<file path="src/rtl/chart_player.sv">
// chart_player: chart playback initiator.
//   Issues a one-cycle read request for a chart ID to the chart store and
//   captures the returned chart after RD_LATENCY cycles. It then steps
//   through the chart's notes, holding each note for STEP_CYCLES cycles, and
//   presents the current note to the display/audio/judge logic.
//
// Optional build macro: CHART_PLAYER_LOOP_EN
//   When defined, playback wraps from the last note back to note 0 with no gap.
//   done still pulses at every wrap. Only stop or reset ends playback.
//   When undefined, playback ends in IDLE after the last slot.
//
// Ports:
//   clk            system clock
//   sys_rst_n      asynchronous active-low reset
//   start          pulse, begin playback of chart_id
//   chart_id[7:0]  chart to play (1-based, 0 is invalid)
//   stop           pulse, abort playback
//   pause          level, freezes the step timer while high
//   read_chart_id  request to storage, non-zero for one cycle per request
//   chart_data     current chart from storage (info.note_cnt, notes[])
//   note_out[8:0]  current note bitmask, 0 when not playing
//   note_idx       index of the note being presented
//   note_valid     high while a note slot is presented (PLAY or PAUSE)
//   step_pulse     one-cycle pulse on the first cycle of each slot
//   busy           high in any state except IDLE
//   done           one-cycle pulse when the last slot ends
//   err            sticky, set by start with chart_id==0, cleared by a valid start
//
// States:
//   state   | meaning
//   S_IDLE  | waiting for start
//   S_REQ   | read request presented to storage for one cycle
//   S_WAIT  | read latency countdown, chart captured on the final cycle
//   S_PLAY  | note presented, step timer running
//   S_PAUSE | note presented, entered because pause was high

package chart_pkg;
  localparam int MAX_NOTES = 8;

  typedef logic [8:0] notes_t;

  typedef struct packed {
    logic [7:0] note_cnt;
  } chart_info_t;

  typedef struct packed {
    chart_info_t                info;
    notes_t [MAX_NOTES-1:0]     notes;
  } chart_t;
endpackage

module chart_player
  import chart_pkg::*;
#(
  parameter int STEP_CYCLES = 5_000_000,
  parameter int RD_LATENCY  = 2,
  parameter int IDX_W       = 16
) (
  input  logic             clk,
  input  logic             sys_rst_n,
  input  logic             start,
  input  logic [7:0]       chart_id,
  input  logic             stop,
  input  logic             pause,
  output logic [7:0]       read_chart_id,
  input  chart_t           chart_data,
  output logic [8:0]       note_out,
  output logic [IDX_W-1:0] note_idx,
  output logic             note_valid,
  output logic             step_pulse,
  output logic             busy,
  output logic             done,
  output logic             err
);

  localparam int TMR_W = (STEP_CYCLES > 1) ? $clog2(STEP_CYCLES) : 1;
  localparam int LAT_W = (RD_LATENCY > 1) ? $clog2(RD_LATENCY) : 1;
  localparam int SEL_W = $clog2(MAX_NOTES);
  localparam logic [TMR_W-1:0] TMR_LOAD = TMR_W'(STEP_CYCLES - 1);
  localparam logic [LAT_W-1:0] LAT_LOAD = LAT_W'(RD_LATENCY - 1);

  typedef enum logic [2:0] {S_IDLE, S_REQ, S_WAIT, S_PLAY, S_PAUSE} state_t;

  state_t                 state, state_d;
  logic [7:0]             id_q;
  logic [LAT_W-1:0]       lat_cnt;
  logic [TMR_W-1:0]       timer;
  logic [IDX_W-1:0]       idx;
  logic [7:0]             cnt_q;
  logic [7:0]             cnt_in;
  notes_t [MAX_NOTES-1:0] notes_q;
  logic                   fresh;
  logic                   empty_done;
  logic                   active;
  logic                   run;
  logic                   tc;
  logic                   last;

  // A note count larger than the notes array is clamped to the array size.
  assign cnt_in = (chart_data.info.note_cnt > 8'(MAX_NOTES)) ? 8'(MAX_NOTES)
                                                             : chart_data.info.note_cnt;

  assign active = (state == S_PLAY) || (state == S_PAUSE);
  // The slot timer advances on every playing cycle with pause low. This
  // includes the cycle spent in PAUSE after pause drops, so a pause costs
  // exactly as many cycles as pause was high.
  assign run    = active && !stop && !pause;
  // The timer counts down from STEP_CYCLES-1. Terminal count is zero.
  assign tc     = run && (timer == '0);
  assign last   = (32'(idx) + 32'd1) == 32'(cnt_q);

  assign busy     = (state != S_IDLE);
  assign note_idx = active ? idx : '0;

  always_comb begin
    state_d       = state;
    read_chart_id = '0;
    note_out      = '0;
    note_valid    = 1'b0;
    step_pulse    = 1'b0;
    done          = empty_done;
    case (state)
      S_IDLE: begin
        if (start && (chart_id != 8'd0)) state_d = S_REQ;
      end
      S_REQ: begin
        read_chart_id = id_q;
        state_d       = stop ? S_IDLE : S_WAIT;
      end
      S_WAIT: begin
        if (stop) begin
          state_d = S_IDLE;
        end else if (lat_cnt == '0) begin
          state_d = (cnt_in == 8'd0) ? S_IDLE : S_PLAY;
        end
      end
      S_PLAY, S_PAUSE: begin
        note_out   = notes_q[idx[SEL_W-1:0]];
        note_valid = 1'b1;
        step_pulse = (state == S_PLAY) && fresh;
        if (stop) begin
          state_d = S_IDLE;
        end else if (pause) begin
          state_d = S_PAUSE;
        end else if (tc && last) begin
          done = 1'b1;
`ifdef CHART_PLAYER_LOOP_EN
          state_d = S_PLAY;
`else
          state_d = S_IDLE;
`endif
        end else begin
          state_d = S_PLAY;
        end
      end
      default: state_d = S_IDLE;
    endcase
  end

  always_ff @(posedge clk or negedge sys_rst_n) begin
    if (!sys_rst_n) begin
      state      <= S_IDLE;
      id_q       <= '0;
      lat_cnt    <= '0;
      timer      <= '0;
      idx        <= '0;
      cnt_q      <= '0;
      notes_q    <= '0;
      fresh      <= 1'b0;
      empty_done <= 1'b0;
      err        <= 1'b0;
    end else begin
      state      <= state_d;
      empty_done <= 1'b0;
      case (state)
        S_IDLE: begin
          if (start) begin
            if (chart_id != 8'd0) begin
              id_q <= chart_id;
              err  <= 1'b0;
            end else begin
              err  <= 1'b1;
            end
          end
        end
        S_REQ: lat_cnt <= LAT_LOAD;
        S_WAIT: begin
          if (!stop) begin
            if (lat_cnt != '0) begin
              lat_cnt <= lat_cnt - 1'b1;
            end else begin
              cnt_q      <= cnt_in;
              notes_q    <= chart_data.notes;
              idx        <= '0;
              timer      <= TMR_LOAD;
              fresh      <= 1'b1;
              empty_done <= (cnt_in == 8'd0);
            end
          end
        end
        S_PLAY, S_PAUSE: begin
          if (state == S_PLAY) fresh <= 1'b0;
          if (run) begin
            if (timer != '0) begin
              timer <= timer - 1'b1;
            end else begin
              timer <= TMR_LOAD;
              fresh <= 1'b1;
              idx   <= last ? '0 : idx + 1'b1;
            end
          end
        end
        default: ;
      endcase
    end
  end

endmodule

</file>
<file path="config.mk">
export PLATFORM = sky130hd
export DESIGN_NAME = chart_player
export DESIGN_NICKNAME = d
export VERILOG_FILES = /design/src/rtl/chart_player.sv
export SDC_FILE = /design/constraint.sdc
export NUM_CORES = 1
export LEC_CHECK = 0
export BUFFER_PORTS_ARGS = -buffer_cell sky130_fd_sc_hd__buf_2
export CORE_AREA = 4 4 124 126
export DETAILED_ROUTE_END_ITERATION = 16
export DIE_AREA = 0 0 128 130
export MAX_ROUTING_LAYER = met4
export PLACE_DENSITY = 0.72
export SLEW_MARGIN = 15
export SYNTH_ARGS = -nofsm -noshare
export SYNTH_HDL_FRONTEND = slang
export SYNTH_SLANG_ARGS = --single-unit
</file>
<file path="constraint.sdc">
create_clock -name clk -period 7.3 [get_ports clk]
set_input_delay 1.46 -clock clk [delete_from_list [all_inputs] [get_ports clk]]
set_output_delay 1.46 -clock clk [all_outputs]
set_load 0.01 [all_outputs]
</file>
==> results of run 1 <==
==> metal layers <==
metal | up-vias | GRT usage [%] | wire length, um
met5 | - | - | 0
li1 | 2857 | - | -
met4 | 0 | 5.930 | 180
met2 | 166 | 33.98 | 8190
met3 | 16 | 4.707 | 909
met1 | 2762 | 29.68 | 7750
==> metrics by stage <==
step                      utilization [%]  hold WS [ns]  cells  total power (uW)
after floorplan                         -        0.4403    775              1712
after global placement              53.99        0.4526   1046              1914
after detailed placement            53.99        0.4585   1046              1942
after CTS                           58.10        0.4735   1078              2809
after global routing                58.10        0.4907   1078              2972
final                               58.10        0.4708   1078              2785
==> power groups by stage <==
stage | sequential, uW | clock, uW | combinational, uW
floorplan | 1130 | 0 | 582
global placement | 1200 | 0 | 717
detailed placement | 1210 | 0 | 736
CTS | 1200 | 869 | 742
global route | 1240 | 901 | 833
finish | 1200 | 851 | 731
==> synthesized netlist by cell type (8+ instances only) <==
cell,count,area share (%)
mux4_2,18,5.8
nand2_1,267,14
mux2i_1,11,1.6
o21ai_0,20,1.4
a21oi_1,11,0.79
clkbuf_1,31,1.7
xnor2_1,14,1.8
nor4_1,15,1.3
and2_1,18,1.6
and3_1,16,1.4
xor2_1,9,1.1
nor2b_1,8,0.71
nand3_1,12,0.86
mux2_2,8,1.3
nor2_1,49,2.6
dfrtp_1,134,48
nor3_1,21,1.5
buf_2,10,0.71
==> worst reg2reg max path, delay by kind of cell, from the launching register on <==
| kind | cells | cell delay, ns |
|---|---|---|
| AND/OR/NAND/NOR | 3 | 0.88 |
| adder cells (fa/ha/maj) | 1 | 0.49 |
| flip-flops | 1 | 1.03 |
| AO/OA/AOI/OAI | 3 | 1.38 |
| multiplexers | 1 | 0.27 |
==> cell usage in the layout, fill, tap and decap left out, types with 3 or more instances in the layout <==
master / n
buf_2: 129
a22o_1: 6
nor4_1: 14
xnor2_1: 14
inv_6: 4
a21oi_1: 11
nor2_1: 49
nand2_1: 266
mux2i_1: 11
buf_4: 4
mux4_2: 18
a21o_1: 4
dfrtp_1: 134
o21a_1: 3
o21ai_1: 7
xor2_1: 9
o21ai_0: 20
o31ai_1: 6
clkinvlp_4: 4
nand2b_1: 3
nor3_1: 21
and2_1: 18
or3_1: 6
mux2_2: 8
nand3_1: 12
and3_1: 16
or4_1: 4
nand4_1: 7
nor2b_1: 8
a311o_1: 3
a21boi_0: 4
or2_2: 3
clkbuf_16: 17
inv_1: 6
==> layout make-up <==
cell class | count | area share (%)
Clock buffer | 20 | 5.371
Multi-Input combinational cell | 588 | 41.30
Tap cell | 184 | 2.768
Inverter | 6 | 0.2708
Sequential cell | 134 | 40.32
Clock inverter | 12 | 1.715
Timing Repair Buffer | 134 | 8.259
==> sequential cells by signal, summed over array words and instances (netlist names) <==
signal	cells
id_q	8
cnt_q	8
idx	16
lat_cnt	1
notes_q	72
fresh	1
timer	23
empty_done	1
state	3
err	1
==> logic make-up (layout without fill, tap and decap cells) <==
family | Yosys count | count (layout)
compound gates | 82 | 82
xor+xnor | 23 | 23
fa+ha+maj | 2 | 2
buf+inv | 53 | 172
flops | 134 | 134
mux | 37 | 37
simple gates | 444 | 444
==> how the worst max path moves through the flow <==
stage	startpoint	end	slack [ns]	cells after the start
CTS	idx[1]$_DFFE_PN0P_	done	1.86	9
global route	idx[1]$_DFFE_PN0P_	done	1.57	9
detailed placement	idx[1]$_DFFE_PN0P_	done	2.34	9
finish	idx[1]$_DFFE_PN0P_	done	1.87	9
floorplan	pause	done	3.59	3
global placement	idx[1]$_DFFE_PN0P_	done	2.38	9
==> run_results.csv, run 1 <==
group,metric,value,unit
power_and_ir_drop,p_int,1872,uW
logic_synthesis,synth_top_family_by_area,"simple AND/OR/NAND/NOR gates",
final_layout,multi_input_area,0.003435,mm2
setup_path,critPathLaunchType,"flip-flop",
min_path,hp-class,"reg2reg",
min_path,hold_start,"notes_q[24]$_DFFE_PN0P_",
cts,cts-root-buf,"clkbuf_16",
logic_synthesis,synth_mux_area_share,8.649,%
route,wire_per_inst,15.80,um
setup_path,crit_chain,"ha_1, nand2_1, or3_1, a311o_1, nor4_1, nand4_1, nor2_1, a21o_1, buf_2",
logic_synthesis,yosysWarnings,0,
placement,dp_slack,2.341,ns
power_and_ir_drop,clkPwrFrac,30.6,%
setup_path,critPathTopFamily,"simple AND/OR/NAND/NOR gates",
power_and_ir_drop,p_seq_share,43.2,%
floorplanning,ios,131,
route,finalWirelength,17.03,mm
sta,setup_viol,0,
job,cap_viol_max_count,0,
setup_path,timing.rr.end,"idx[7]$_DFFE_PN0P_",
route,drt_iter0_markers,396,
floorplanning,die_area,0.01664,mm2
final_layout,diodes,0,
outcome,status,"completed",
sta,grt_setup_unrepaired,"no",
logic_synthesis,yosys.area_share.simple,28.61,%
power_and_ir_drop,p_leak,0.004062,uW
final_layout,syn2layout_area_growth,18.78,%
final_layout,seqCellArea,0.003353,mm2
route,dr.pass1.iters,7,
sta,slew_headroom,25.83,%
route,postRouteAntennaNets,0,
cts,cts_buffer_depth,2,
logic_synthesis,synth_xor_area_share,2.877,%
cts,cts_made_buffers,17,
logic_synthesis,ys_seq_area_share,47.89,%
logic_synthesis,ys_ff_latch,134,
placement,gp_congestion,0.9229,
sta,period_needed,5.429,ns
final_layout,fin_area,0.008317,mm2
route,drcViolationCount,0,
cts,cts_tree,"built",
power_and_ir_drop,combPwrFrac,26.3,%
logic_synthesis,syn_nets,870,
sta,setup_slack,1.871,ns
setup_path,critical_path.max_stage_delay,1.03,ns
floorplanning,rows,44,
min_path,hold_depth,2,
global_routing,gr-total-overflow,0,
sta,finalSetupTns,0,ns
sta,fin_worst_skew,0.009695,ns
final_layout,nNetsFinal,976,
cts,postCtsHoldBufs,0,
logic_synthesis,synth_edf_count,0,
sta,fmax,184.2,MHz
global_routing,first_global_vias,5634,
power_and_ir_drop,powerDensity,334.8,mW/mm2
placement,placed_area,0.007727,mm2
logic_synthesis,synth_area_per_cell,9.034,um2
placement,portBuffers,130,
logic_synthesis,yosys.area_share.adder,0.3574,%
final_layout,fillers,1278,
logic_synthesis,syn_area,0.007002,mm2
final_layout,layout-drive-gt1-share,22.93,%
sta,hold_viol_final,0,
power_and_ir_drop,switching_share,32.78,%
sta,tightest_slew,1.103,ns
setup_path,crit_fanout,25,
sta,finalCritPeriodShare,74.37,%
setup_path,critPathCaptureType,"output pin",
setup_path,crit_type,"reg2out",
setup_path,crit_slowest_cell,"dfrtp_1",
cts,cts_resized,0,
logic_synthesis,async_reset_ff_share,100.0,%
logic_synthesis,ys.flop_type,"dfrtp_1",
global_routing,grt_pass1_wl,27.99,mm
route,via_per_inst,5.381,
global_routing,grt_max_degree,84,
floorplanning,die_y,130,um
power_and_ir_drop,p_sw,912.8,uW
floorplanning,fp.dieW,128,um
setup_path,r2r_cells,8,
cts,clkTransAtPathRegs,0.06,ns
setup_path,worst_ep_arrival_time,3.97,ns
setup_path,critPathRequiredTime,5.84,ns
setup_path,rrSetupSlack,3.14,ns
global_routing,antenna_found_initial,0,
logic_synthesis,synth_compound_area_share,8.435,%
route,vias,5801,
min_path,worst_hold_path.endpoint,"notes_q[24]$_DFFE_PN0P_",
setup_path,reg2reg_from,"idx[1]$_DFFE_PN0P_",
cts,postCtsSetupRepairBufs,0,
power_and_ir_drop,peakVddDrop,0.2457,mV
sta,drv_slew,0,
logic_synthesis,synth.distinct_cells,63,
placement,dp_hpwl,11.36,mm
floorplanning,core_area,0.01431,mm2
cts,h-tree-depth,4,
cts,worstSkewPairLatency,0.42,ns
global_routing,grt_use_total,21.96,%
logic_synthesis,syn_inst,775,
floorplanning,start_util,48.92,%
cts,clkSinkCount,134,
setup_path,path_buf_inv,1,
(Power assumes the default switching activity.)
==> run 2, diff against run 1 <==
Settings changed: PLACE_DENSITY 0.72 to 0.75.
Clock period 7.3 ns to 4.87 ns, I/O delays scaled along.
==> run_results.csv, run 2 (same netlist as run 1, synthesis figures left out) <==
group,metric,value,unit
outcome,status,"completed",
final_layout,diodes,0,
route,wl_met3,1.040,mm
cts,clkTransAtPathRegs,0.06,ns
final_layout,reg_top3,"notes_q (72), timer (23), idx (16)",
route,dr.pass1.iters,4,
sta,hold_viol_final,0,
setup_path,startpoint,"idx[2]$_DFFE_PN0P_",
route,top_layer,"met4",
setup_path,critPathLaunchType,"flip-flop",
power_and_ir_drop,fin_total_pwr,4176,uW
floorplanning,die_y,130,um
global_routing,grt_pass1_wl,27.59,mm
placement,gp_congestion,0.8844,
sta,finalSetupTns,0,ns
cts,cts_tree,"built",
cts,worstSkewPairLatency,0.43,ns
route,wl_met2,8.227,mm
min_path,hp-class,"reg2reg",
power_and_ir_drop,powerDensity,500.7,mW/mm2
cts,postCtsSetupRepairBufs,0,
route,via_per_inst,5.344,
global_routing,first_global_vias,5745,
sta,drv_slew,0,
floorplanning,rows,44,
placement,dp_slack,1.012,ns
cts,cts_resized,0,
floorplanning,die_area,0.01664,mm2
setup_path,reg2reg_from,"state[0]$_DFFE_PN0P_",
route,postRouteAntennaNets,0,
final_layout,layout-drive-gt1-share,23.21,%
setup_path,crit_end,"done",
sta,finalCritPeriodShare,88.87,%
placement,portBuffers,130,
global_routing,grt_max_degree,71,
sta,fin_worst_skew,0.008650,ns
final_layout,nNetsFinal,978,
sta,slew_headroom,31.17,%
final_layout,largest_reg_flops,72,
sta,setup_slack,0.5418,ns
floorplanning,fp.dieW,128,um
global_routing,grt_use_total,21.57,%
final_layout,syn2layout_area_growth,19.12,%
placement,dp_hpwl,11.55,mm
sta,grt_setup_unrepaired,"no",
sta,period_needed,4.328,ns
route,wl_met1,7.256,mm
floorplanning,core_area,0.01431,mm2
route,finalWirelength,16.73,mm
sta,whs,0.4698,ns
power_and_ir_drop,peakVddDrop,0.2929,mV
final_layout,top_register,"notes_q",
sta,fmax,231.0,MHz
route,drcViolationCount,0,
floorplanning,ios,131,
cts,postCtsHoldBufs,0,
setup_path,rrSetupSlack,1.17,ns
sta,tightest_slew,1.026,ns
route,vias,5772,
global_routing,antenna_found_initial,0,
final_layout,final_cell_mix,"nand2_1, dfrtp_1, buf_2",
setup_path,critPathCaptureType,"output pin",
final_layout,final_common_cell,"nand2_1",
setup_path,worst_ep_arrival_time,3.35,ns
route,drt_iter0_markers,318,
setup_path,r2r_cells,8,
placement,placed_area,0.007751,mm2
cts,cts_buffer_depth,2,
power_and_ir_drop,p_leak,0.004075,uW
setup_path,crit_type,"reg2out",
cts,h-tree-depth,4,
route,wire_per_inst,15.49,um
cts,clkSinkCount,134,
setup_path,critPathRequiredTime,3.90,ns
sta,setup_viol,0,
min_path,hold_start,"notes_q[18]$_DFFE_PN0P_",
setup_path,timing.rr.end,"idx[4]$_DFFE_PN0P_",
cts,cts-root-buf,"clkbuf_16",
global_routing,gr-total-overflow,0,
setup_path,crit_fanout,20,
floorplanning,start_util,48.92,%
cts,cts_made_buffers,17,
job,cap_viol_max_count,0,
final_layout,fin_area,0.008341,mm2
[run 2: changes by cell type in the layout (fill, tap and decap cells not counted), sizes merged]
cell,previous run,this run
inv,10,9
clkinv,2,3
clkbuf,20,19
buf,134,136
clkinvlp,4,5
[run 2: stage by stage]
step | instances | utilization [%]
after floorplan | 775 | -
after global placement | 1048 | 54.15
after detailed placement | 1048 | 54.15
after CTS | 1080 | 58.27
after global routing | 1080 | 58.27
final | 1080 | 58.27
[run 2: layout make-up]
class	instances	area, um2
Clock buffer	19	442.9
Clock inverter	13	146.4
Fill cell	1288	5973
Inverter	6	22.52
Multi-Input combinational cell	588	3435
Sequential cell	134	3353
Tap cell	184	230.2
Timing Repair Buffer	136	710.7
[run 2: how the worst min path moves through the flow]
stage	endpoint	slack, ns	cells past startpoint
after floorplan	notes_q[18]$_DFFE_PN0P_	0.44	2
after global placement	notes_q[18]$_DFFE_PN0P_	0.45	2
after detailed placement	notes_q[32]$_DFFE_PN0P_	0.46	2
after CTS	notes_q[32]$_DFFE_PN0P_	0.47	2
after global routing	notes_q[24]$_DFFE_PN0P_	0.49	2
final	notes_q[18]$_DFFE_PN0P_	0.47	2
[run 2: layer usage]
layer / vias up / global-route usage, %
li1: 2858 / -
met1: 2738 / 26.96
met2: 161 / 34.57
met3: 15 / 6.263
met4: 0 / 5.993
met5: - / -
[run 2: critical path, stage by stage, from the launching register on]
cell,delay [ns]
dfrtp_1,0.84
nand3_1,0.52
xnor2_1,0.30
a311o_1,0.29
nor4_1,0.25
nand4_1,0.12
nor2_1,0.27
a21o_1,0.19
buf_2,0.14
[run 2: report_power, final]
part | internal (uW) | switching (uW) | total, uW
Clock | 771 | 505 | 1280
Combinational | 521 | 575 | 1100
Sequential | 1510 | 292 | 1800
Total | 2800 | 1370 | 4180
